--- config.mk ---
export PLATFORM = sky130hd
export DESIGN_NAME = rsa_stream_mm_flat
export DESIGN_NICKNAME = d
export VERILOG_FILES = /design/src/rtl/rsa_stream_mm_if.sv /design/src/rtl/rsa_stream_mm.sv /design/src/flat_wrapper.sv
export SDC_FILE = /design/constraint.sdc
export NUM_CORES = 1
export LEC_CHECK = 0
export CELL_PAD_IN_SITES_DETAIL_PLACEMENT = 0
export CELL_PAD_IN_SITES_GLOBAL_PLACEMENT = 1
export CORE_UTILIZATION = 45
export DETAILED_ROUTE_END_ITERATION = 8
export DONT_BUFFER_PORTS = 1
export PLACE_DENSITY = 0.76
export SLEW_MARGIN = 20
export SYNTH_ARGS = -nofsm -noshare
export SYNTH_HDL_FRONTEND = slang
export SYNTH_SLANG_ARGS = --single-unit
export TNS_END_PERCENT = 20
--- constraint.sdc ---
create_clock -name clk -period 8.2 [get_ports clk]
set_clock_uncertainty 0.1 [all_clocks]
set_input_delay 1.23 -clock clk [delete_from_list [all_inputs] [get_ports clk]]
set_output_delay 1.23 -clock clk [all_outputs]
set_load 0.01 [all_outputs]
--- src/rtl/rsa_stream_mm_if.sv ---
// Stream bundle for rsa_stream_mm.
//  Xin_*  : A column beats, one k-step per beat (A[i][k] in bits [i*IN_LEN +: IN_LEN])
//  Yin_*  : B row beats, one k-step per beat (B[k][j] in bits [j*IN_LEN +: IN_LEN])
//  out_*  : serial result drain, row-major, out_last with C[X-1][Y-1]
// master = operand/result-consumer side, slave = the multiplier.
interface rsa_stream_mm_if #(
  parameter int unsigned X       = 3,
  parameter int unsigned Y       = 3,
  parameter int unsigned IN_LEN  = 4,
  parameter int unsigned OUT_LEN = 8
);
  logic                  Xin_val;
  logic                  Xin_rdy;
  logic [X*IN_LEN-1:0]   Xin_data;
  logic                  Yin_val;
  logic                  Yin_rdy;
  logic [Y*IN_LEN-1:0]   Yin_data;
  logic                  out_val;
  logic                  out_rdy;
  logic [OUT_LEN-1:0]    out_data;
  logic                  out_last;

  modport master (
    output Xin_val, Xin_data, Yin_val, Yin_data, out_rdy,
    input  Xin_rdy, Yin_rdy, out_val, out_data, out_last
  );

  modport slave (
    input  Xin_val, Xin_data, Yin_val, Yin_data, out_rdy,
    output Xin_rdy, Yin_rdy, out_val, out_data, out_last
  );
endinterface

--- src/rtl/rsa_stream_mm.sv ---
// Output-stationary X-by-Y systolic matrix multiplier, C = A*B or C += A*B,
// with runtime inner dimension n, signed/unsigned mode and saturation.
// Ports:
//  clk, sys_rst_n   clock, synchronous active-low reset
//  start, cfg_*     job start pulse and configuration sampled with it in IDLE
//  cfg_err          1-cycle pulse when a start is rejected (cfg_n==0 or >N_MAX)
//  busy             high whenever the FSM is not IDLE
//  bus (slave)      A/B operand streams (join handshake) and serial result drain
module rsa_stream_mm #(
  parameter int unsigned X       = 3,
  parameter int unsigned Y       = 3,
  parameter int unsigned N_MAX   = 8,
  parameter int unsigned IN_LEN  = 4,
  parameter int unsigned OUT_LEN = 8,
  parameter int unsigned N_W     = $clog2(N_MAX + 1)
) (
  input  logic           clk,
  input  logic           sys_rst_n,
  input  logic           start,
  input  logic [N_W-1:0] cfg_n,
  input  logic           cfg_acc,
  input  logic           cfg_signed,
  output logic           cfg_err,
  output logic           busy,
  rsa_stream_mm_if.slave bus
);
  localparam int unsigned ACC_LEN = 2*IN_LEN + $clog2(N_MAX) + 1;
  localparam int unsigned P_LEN   = 2*IN_LEN + 2;
  localparam int unsigned FL_W    = $clog2(X + Y);
  localparam int unsigned RI_W    = (X > 1) ? $clog2(X) : 1;
  localparam int unsigned CJ_W    = (Y > 1) ? $clog2(Y) : 1;

  typedef enum logic [1:0] {IDLE, LOAD, FLUSH, DRAIN} state_t;

  state_t              state;
  logic [N_W-1:0]      n_q, kcnt;
  logic                sgn_q;
  logic [FL_W-1:0]     fcnt;
  logic [RI_W-1:0]     ri, ri_n;
  logic [CJ_W-1:0]     cj, cj_n;
  logic                last_el, fire, cfg_ok, clr;

  logic [IN_LEN-1:0]   a_skd [X];
  logic [X-1:0]        a_skv;
  logic [IN_LEN-1:0]   b_skd [Y];
  logic [IN_LEN-1:0]   a_pe  [X][Y];
  logic [IN_LEN-1:0]   b_pe  [X][Y];
  logic                v_pe  [X][Y];
  logic [ACC_LEN-1:0]  acc   [X][Y];

  // Saturating multiply-accumulate; the sum is formed 2 bits wider than the
  // accumulator so both signed and unsigned overflow are detectable.
  function automatic logic [ACC_LEN-1:0] mac(input logic [ACC_LEN-1:0] a_acc,
                                             input logic [IN_LEN-1:0] a,
                                             input logic [IN_LEN-1:0] b,
                                             input logic sg);
    logic signed [IN_LEN:0]    ax, bx;
    logic signed [P_LEN-1:0]   p;
    logic signed [ACC_LEN+1:0] s, hi, lo;
    ax = $signed({sg & a[IN_LEN-1], a});
    bx = $signed({sg & b[IN_LEN-1], b});
    p  = $signed({{(P_LEN-IN_LEN-1){ax[IN_LEN]}}, ax}) *
         $signed({{(P_LEN-IN_LEN-1){bx[IN_LEN]}}, bx});
    s  = $signed({{2{sg & a_acc[ACC_LEN-1]}}, a_acc}) +
         $signed({{(ACC_LEN+2-P_LEN){p[P_LEN-1]}}, p});
    if (sg) begin
      hi = $signed({3'b000, {(ACC_LEN-1){1'b1}}});
      lo = $signed({3'b111, {(ACC_LEN-1){1'b0}}});
    end else begin
      hi = $signed({2'b00, {ACC_LEN{1'b1}}});
      lo = '0;
    end
    if (s > hi)      return hi[ACC_LEN-1:0];
    else if (s < lo) return lo[ACC_LEN-1:0];
    else             return s[ACC_LEN-1:0];
  endfunction

  function automatic logic [OUT_LEN-1:0] sat_out(input logic [ACC_LEN-1:0] x,
                                                 input logic sg);
    logic signed [ACC_LEN:0] v, hi, lo;
    v = $signed({sg & x[ACC_LEN-1], x});
    if (sg) begin
      hi = $signed({{(ACC_LEN+2-OUT_LEN){1'b0}}, {(OUT_LEN-1){1'b1}}});
      lo = $signed({{(ACC_LEN+2-OUT_LEN){1'b1}}, {(OUT_LEN-1){1'b0}}});
    end else begin
      hi = $signed({{(ACC_LEN+1-OUT_LEN){1'b0}}, {OUT_LEN{1'b1}}});
      lo = '0;
    end
    if (v > hi)      return hi[OUT_LEN-1:0];
    else if (v < lo) return lo[OUT_LEN-1:0];
    else             return v[OUT_LEN-1:0];
  endfunction

  assign bus.Xin_rdy = (state == LOAD) & bus.Yin_val;
  assign bus.Yin_rdy = (state == LOAD) & bus.Xin_val;
  assign fire        = (state == LOAD) & bus.Xin_val & bus.Yin_val;
  assign cfg_ok      = (cfg_n != '0) && (cfg_n <= N_W'(N_MAX));
  assign clr         = (state == IDLE) && start && cfg_ok && !cfg_acc;

  always_comb begin
    last_el = (ri == RI_W'(X-1)) && (cj == CJ_W'(Y-1));
    ri_n    = ri;
    cj_n    = cj + CJ_W'(1);
    if (cj == CJ_W'(Y-1)) begin
      cj_n = '0;
      ri_n = ri + RI_W'(1);
    end
  end

  // Input skew: row i of A is delayed i cycles, column j of B j cycles, so
  // A[i][k] and B[k][j] meet in PE(i,j) i+j cycles after their beat.
  for (genvar gi = 0; gi < X; gi++) begin : g_askew
    if (gi == 0) begin : g_direct
      assign a_skd[gi] = bus.Xin_data[gi*IN_LEN +: IN_LEN];
      assign a_skv[gi] = fire;
    end else begin : g_dly
      logic [IN_LEN-1:0] d [gi];
      logic [gi-1:0]     v;
      always_ff @(posedge clk) begin
        if (!sys_rst_n) begin
          for (int unsigned s = 0; s < gi; s++) d[s] <= '0;
          v <= '0;
        end else begin
          d[0] <= bus.Xin_data[gi*IN_LEN +: IN_LEN];
          v[0] <= fire;
          for (int unsigned s = 1; s < gi; s++) begin
            d[s] <= d[s-1];
            v[s] <= v[s-1];
          end
        end
      end
      assign a_skd[gi] = d[gi-1];
      assign a_skv[gi] = v[gi-1];
    end
  end

  for (genvar gj = 0; gj < Y; gj++) begin : g_bskew
    if (gj == 0) begin : g_direct
      assign b_skd[gj] = bus.Yin_data[gj*IN_LEN +: IN_LEN];
    end else begin : g_dly
      logic [IN_LEN-1:0] d [gj];
      always_ff @(posedge clk) begin
        if (!sys_rst_n) begin
          for (int unsigned s = 0; s < gj; s++) d[s] <= '0;
        end else begin
          d[0] <= bus.Yin_data[gj*IN_LEN +: IN_LEN];
          for (int unsigned s = 1; s < gj; s++) d[s] <= d[s-1];
        end
      end
      assign b_skd[gj] = d[gj-1];
    end
  end

  // PE grid: A flows right, B flows down; the valid bit travels with A.
  always_ff @(posedge clk) begin
    if (!sys_rst_n) begin
      for (int unsigned i = 0; i < X; i++)
        for (int unsigned j = 0; j < Y; j++) begin
          a_pe[i][j] <= '0;
          b_pe[i][j] <= '0;
          v_pe[i][j] <= 1'b0;
          acc[i][j]  <= '0;
        end
    end else begin
      for (int unsigned i = 0; i < X; i++) begin
        a_pe[i][0] <= a_skd[i];
        v_pe[i][0] <= a_skv[i];
        for (int unsigned j = 1; j < Y; j++) begin
          a_pe[i][j] <= a_pe[i][j-1];
          v_pe[i][j] <= v_pe[i][j-1];
        end
      end
      for (int unsigned j = 0; j < Y; j++) begin
        b_pe[0][j] <= b_skd[j];
        for (int unsigned i = 1; i < X; i++) b_pe[i][j] <= b_pe[i-1][j];
      end
      for (int unsigned i = 0; i < X; i++)
        for (int unsigned j = 0; j < Y; j++)
          if (clr)
            acc[i][j] <= '0;
          else if (v_pe[i][j])
            acc[i][j] <= mac(acc[i][j], a_pe[i][j], b_pe[i][j], sgn_q);
    end
  end

  always_ff @(posedge clk) begin
    if (!sys_rst_n) begin
      state        <= IDLE;
      busy         <= 1'b0;
      cfg_err      <= 1'b0;
      n_q          <= '0;
      sgn_q        <= 1'b0;
      kcnt         <= '0;
      fcnt         <= '0;
      ri           <= '0;
      cj           <= '0;
      bus.out_val  <= 1'b0;
      bus.out_last <= 1'b0;
      bus.out_data <= '0;
    end else begin
      cfg_err <= 1'b0;
      case (state)
        IDLE: if (start) begin
          if (cfg_ok) begin
            n_q   <= cfg_n;
            sgn_q <= cfg_signed;
            kcnt  <= '0;
            busy  <= 1'b1;
            state <= LOAD;
          end else begin
            cfg_err <= 1'b1;
          end
        end
        LOAD: if (fire) begin
          if (kcnt == n_q - N_W'(1)) begin
            fcnt  <= '0;
            state <= FLUSH;
          end else begin
            kcnt <= kcnt + N_W'(1);
          end
        end
        // X+Y-1 cycles lets the last beat reach PE(X-1,Y-1) and accumulate.
        FLUSH: if (fcnt == FL_W'(X+Y-2)) begin
          ri           <= '0;
          cj           <= '0;
          bus.out_data <= sat_out(acc[0][0], sgn_q);
          bus.out_last <= (X == 1) && (Y == 1);
          bus.out_val  <= 1'b1;
          state        <= DRAIN;
        end else begin
          fcnt <= fcnt + FL_W'(1);
        end
        DRAIN: if (bus.out_rdy) begin
          if (last_el) begin
            bus.out_val  <= 1'b0;
            bus.out_last <= 1'b0;
            busy         <= 1'b0;
            state        <= IDLE;
          end else begin
            ri           <= ri_n;
            cj           <= cj_n;
            bus.out_data <= sat_out(acc[ri_n][cj_n], sgn_q);
            bus.out_last <= (ri_n == RI_W'(X-1)) && (cj_n == CJ_W'(Y-1));
          end
        end
        default: state <= IDLE;
      endcase
    end
  end
endmodule

--- src/flat_wrapper.sv ---
// flat-port wrapper written by rule: the top's interface ports become plain ports
module rsa_stream_mm_flat 
#(
  parameter int unsigned X       = 3,
  parameter int unsigned Y       = 3,
  parameter int unsigned N_MAX   = 8,
  parameter int unsigned IN_LEN  = 4,
  parameter int unsigned OUT_LEN = 8,
  parameter int unsigned N_W     = $clog2(N_MAX + 1)
)
  (clk, sys_rst_n, start, cfg_n, cfg_acc, cfg_signed, cfg_err, busy, bus_Xin_val, bus_Xin_data, bus_Yin_val, bus_Yin_data, bus_out_rdy, bus_Xin_rdy, bus_Yin_rdy, bus_out_val, bus_out_data, bus_out_last);
  rsa_stream_mm_if #(.X(X), .Y(Y), .IN_LEN(IN_LEN), .OUT_LEN(OUT_LEN)) bus_i ();
  input  logic clk;
  input  logic sys_rst_n;
  input  logic start;
  input  logic [N_W-1:0] cfg_n;
  input  logic cfg_acc;
  input  logic cfg_signed;
  output logic cfg_err;
  output logic busy;
  input wire logic [$bits(bus_i.Xin_val)-1:0] bus_Xin_val;
  input wire logic [$bits(bus_i.Xin_data)-1:0] bus_Xin_data;
  input wire logic [$bits(bus_i.Yin_val)-1:0] bus_Yin_val;
  input wire logic [$bits(bus_i.Yin_data)-1:0] bus_Yin_data;
  input wire logic [$bits(bus_i.out_rdy)-1:0] bus_out_rdy;
  output wire logic [$bits(bus_i.Xin_rdy)-1:0] bus_Xin_rdy;
  output wire logic [$bits(bus_i.Yin_rdy)-1:0] bus_Yin_rdy;
  output wire logic [$bits(bus_i.out_val)-1:0] bus_out_val;
  output wire logic [$bits(bus_i.out_data)-1:0] bus_out_data;
  output wire logic [$bits(bus_i.out_last)-1:0] bus_out_last;
  assign bus_i.Xin_val = bus_Xin_val;
  assign bus_i.Xin_data = bus_Xin_data;
  assign bus_i.Yin_val = bus_Yin_val;
  assign bus_i.Yin_data = bus_Yin_data;
  assign bus_i.out_rdy = bus_out_rdy;
  assign bus_Xin_rdy = bus_i.Xin_rdy;
  assign bus_Yin_rdy = bus_i.Yin_rdy;
  assign bus_out_val = bus_i.out_val;
  assign bus_out_data = bus_i.out_data;
  assign bus_out_last = bus_i.out_last;
  rsa_stream_mm #(.X(X), .Y(Y), .N_MAX(N_MAX), .IN_LEN(IN_LEN), .OUT_LEN(OUT_LEN), .N_W(N_W)) u_core (.clk(clk), .sys_rst_n(sys_rst_n), .start(start), .cfg_n(cfg_n), .cfg_acc(cfg_acc), .cfg_signed(cfg_signed), .cfg_err(cfg_err), .busy(busy), .bus(bus_i));
endmodule
==> results.yml <==
status:
  result_of_the_run: "finished clean"
die:
  die_y_um: 246
  std_cell_rows: 88
  die_area_um2: 60400
  floorplan.initialDensity: 0.459
  ios: 50
  core_box_area_um2: 58200
  fp.dieW_um: 246
clocking:
  worst_skew_pair.late_latency_ps: 570
  count_of_hold_buffers_inserted_by_post_cts_repair: 0
  cts_tree: "yes"
  cts_buffers: 30
  clk_path_buf_depth: 3
  postCtsSetupBuffers: 0
  cts.htree.levels: 1
  cts_num_sinks: 241
  total_of_cells_resized_after_clock_tree_synthesis: 0
  clock_tree.root_cell: "clkbuf_16"
  clkTransAtPathRegs_ps: 60
setup_path:
  crit_buf_inv: 2
  crit_path_start: "u_core.sgn_q"
  end_kind: "flip-flop"
  required_ps: 8400
  critical_path.reg2reg.startpoint: "u_core.sgn_q"
  cp_max_fo: 46
  cp_slowest_stage_delay_ps: 780
  timing.critical_path.arrival_ps: 7970
  crit_type: "flip-flop to flip-flop"
  cp_cell_sequence: "nand2_1 > or2_2 > fa_1 > fa_1 > inv_1 > fa_1 > fa_1 > inv_1 > fa_1 > nand2b_1 > a21oi_1 > o31a_1 > o21a_1 > o21ai_0 > and2_1 > ha_1 > nand4_1 > nor4b_1 > nand3_1 > o41a_1 > o32ai_1 > or2_2 > a21oi_1"
  setup_crit_start_kind: "flip-flop"
  cpLargestDelayFamily: "adder cells"
  cp_slowest_cell: "dfxtp_4"
  critical_path.most_common_cell: "fa_1"
timing:
  final-max-slew-violation-count: 0
  totalNegativeSetupSlack_ps: 0
  setup_ws_ps: 424
  fin_crit_ps: 7780
  min_period_over_period: 0.948
  relative_slew_slack: 0.341
  grt_setup_unrepaired: "false"
  hold_viol_final: 0
  worst_hold_slack_ps: 329
  worst_slew_pin_slew_ps: 961
  setup_viol_count_final: 0
  max_freq_mhz: 129
drt:
  route.detailed.drc: 0
  drtIter0Drc: 1053
  wirelength_mm: 63.2
  vias_per_cell: 5.53
  wire_per_inst_um: 18.7
  antenna_violating_nets_post_route: 0
  first_pass_detailed_route_iteration_total: 5
  route.vias.total: 18700
logic_synthesis:
  synthArstFlopShare: 0
  syn_area_per_cell_um2: 10.2
  post_synth_instance_area_um2: 26700
  postSynthCellCount: 2612
  yosys_register_bits: 241
  post_synth_edffs: 108
  yosysWarningCount: 0
  synth-main-ff-cell: "dfxtp_1"
  synth_fp_nets: 3285
  synthDistinctLibCells: 83
  synth_seq_area_share: 0.221
placement:
  placement.io_buffers: 0
  placed_area_um2: 27500
  dpl_worst_slack_ps: 545
  place.detailed.hpwl_mm: 52.5
  gp_routability_congestion: 0.910
grt:
  globalRouteTotalUtil: 0.217
  grt-ovfl-total: 0
  grt_start_max_net_pins: 129
  grt_pass1_wl_mm: 104
  first_global_vias: 19800
  grt_antenna_before_repair: 1
power:
  power_density_nw_per_um2: 132
  power_switching_uw: 1230
  cell_internal_pwr_uw: 2520
  max-vdd-ir-drop_mv: 0.160
  sw_frac_of_total: 0.329
  comb_power_share: 0.251
  seq_power_share: 0.397
  fin_total_pwr_uw: 3750
  leak_pwr_uw: 0.0139
  clock_power_share: 0.352
cells_and_area:
  nets: 3261
  design_area_um2: 28500
  num_antenna_cells: 0
  layout-drive-gt1-share: 0.0547
  syn_to_final_growth_pct: 6.61
hold_path:
  holdCritPathClass: "flip-flop to flip-flop"
  worst_hold_startpoint: "u_core.g_askew[2].g_dly.d[0][6]"
flow_run:
  maxCapViolations: 0
## worst register-to-register path, cell delays in order (launching register included)
cell	delay, ps
dfxtp_4	780
nand2_1	340
or2_2	370
fa_1	520
fa_1	550
inv_1	60
fa_1	510
fa_1	580
inv_1	70
fa_1	460
nand2b_1	190
a21oi_1	250
o31a_1	220
o21a_1	140
o21ai_0	90
and2_1	180
ha_1	300
nand4_1	100
nor4b_1	460
nand3_1	180
o41a_1	340
o32ai_1	350
or2_2	300
a21oi_1	100
## kinds of logic after synthesis
kind of cell | Yosys count | synth area share
simple gates | 789 | 0.162
fa+ha+maj | 637 | 0.389
compound gates | 443 | 0.109
buf+inv | 338 | 0.0497
flops | 241 | 0.221
xor+xnor | 105 | 0.0357
mux | 59 | 0.0339
## area by class of cell
cell class	count	area (um2)
fill	5372	29700
tap	765	957
sequential	241	5910
clock inverter	19	143
timing repair buffer	19	143
clock buffer	37	860
inverter	263	987
multi-input combinational	2033	19500
## power groups by stage
stage                     registers (uW)  clock network (uW)  logic [uW]
after detailed placement            1520                   0         933
after global placement              1510                   0         907
after CTS                           1490                1350         942
after global routing                1500                1400        1070
after floorplan                     1440                   0         715
final                               1490                1320         941
## per-layer routing
metal | vias up | GRT usage | part of all wire
li1 | 8939 | - | -
met1 | 9327 | 0.296 | 0.46
met2 | 340 | 0.368 | 0.48
met3 | 84 | 0.0243 | 0.040
met4 | 0 | 0.0530 | 0.024
met5 | - | 0 | 0
## sequential cells by signal (all words and copies together) (netlist names), 6 cells and up
signal,cells
u_core.a_pe,36
u_core.acc,108
u_core.b_pe,36
u_core.bus.out_data,8
u_core.g_askew.g_dly.d,12
u_core.g_bskew.g_dly.d,12
u_core.v_pe,6
## worst paths after layout
check | to | slack, ps | depth (start not counted)
worst max-delay path | u_core.acc[2][25] | 420 | 23
worst min-delay path | u_core.a_pe[0][34] | 330 | 1
worst max register to register | u_core.acc[2][25] | 420 | 23
worst min register to register | u_core.a_pe[0][34] | 330 | 1
## Yosys cell counts, drive strengths merged (12+ instances only)
cell,number,area [um2]
or3,17,106
a211oi,22,170
a21o,24,180
nand2b,60,375
edfxtp,108,3240
a21oi,170,851
mux4,22,514
nand4,15,93.8
xor2,52,455
nor3,32,165
fa,324,6490
buf,16,121
a21boi,16,120
and3,42,263
o31ai,12,90.1
o21ai,59,307
mux2i,22,220
mux2,15,173
inv,262,983
nand3,35,175
clkbuf,59,221
nand2,149,559
o21a,30,225
or2,19,119
xnor2,51,454
nor2,96,360
and2,241,1510
dfxtp,133,2660
ha,313,3920
nor2b,37,234
## cells in the final DEF, fill, tap and decap left out, types with 21 or more instances in the layout
| cell type | netlist | routed |
|---|---|---|
| xnor2_1 | 50 | 50 |
| and3_1 | 42 | 42 |
| o21ai_0 | 49 | 49 |
| nand2_1 | 149 | 149 |
| mux2i_1 | 22 | 22 |
| edfxtp_1 | 108 | 108 |
| clkbuf_16 | 0 | 32 |
| inv_1 | 262 | 262 |
| ha_1 | 313 | 313 |
| fa_1 | 324 | 324 |
| a21o_1 | 24 | 24 |
| nor3_1 | 31 | 31 |
| nor2b_1 | 36 | 36 |
| nand3_1 | 35 | 35 |
| xor2_1 | 52 | 52 |
| and2_1 | 241 | 241 |
| nand2b_1 | 60 | 58 |
| a211oi_1 | 21 | 21 |
| o21a_1 | 30 | 30 |
| nor2_1 | 96 | 96 |
| a21oi_1 | 170 | 170 |
| dfxtp_1 | 133 | 132 |
## per-stage QoR
| stage | utilization | instances |
|---|---|---|
| after floorplan | - | 2612 |
| after global placement | 0.472 | 3321 |
| after detailed placement | 0.472 | 3321 |
| after CTS | 0.489 | 3377 |
| after global routing | 0.489 | 3377 |
| final | 0.489 | 3377 |
(Power assumes the default switching activity.)
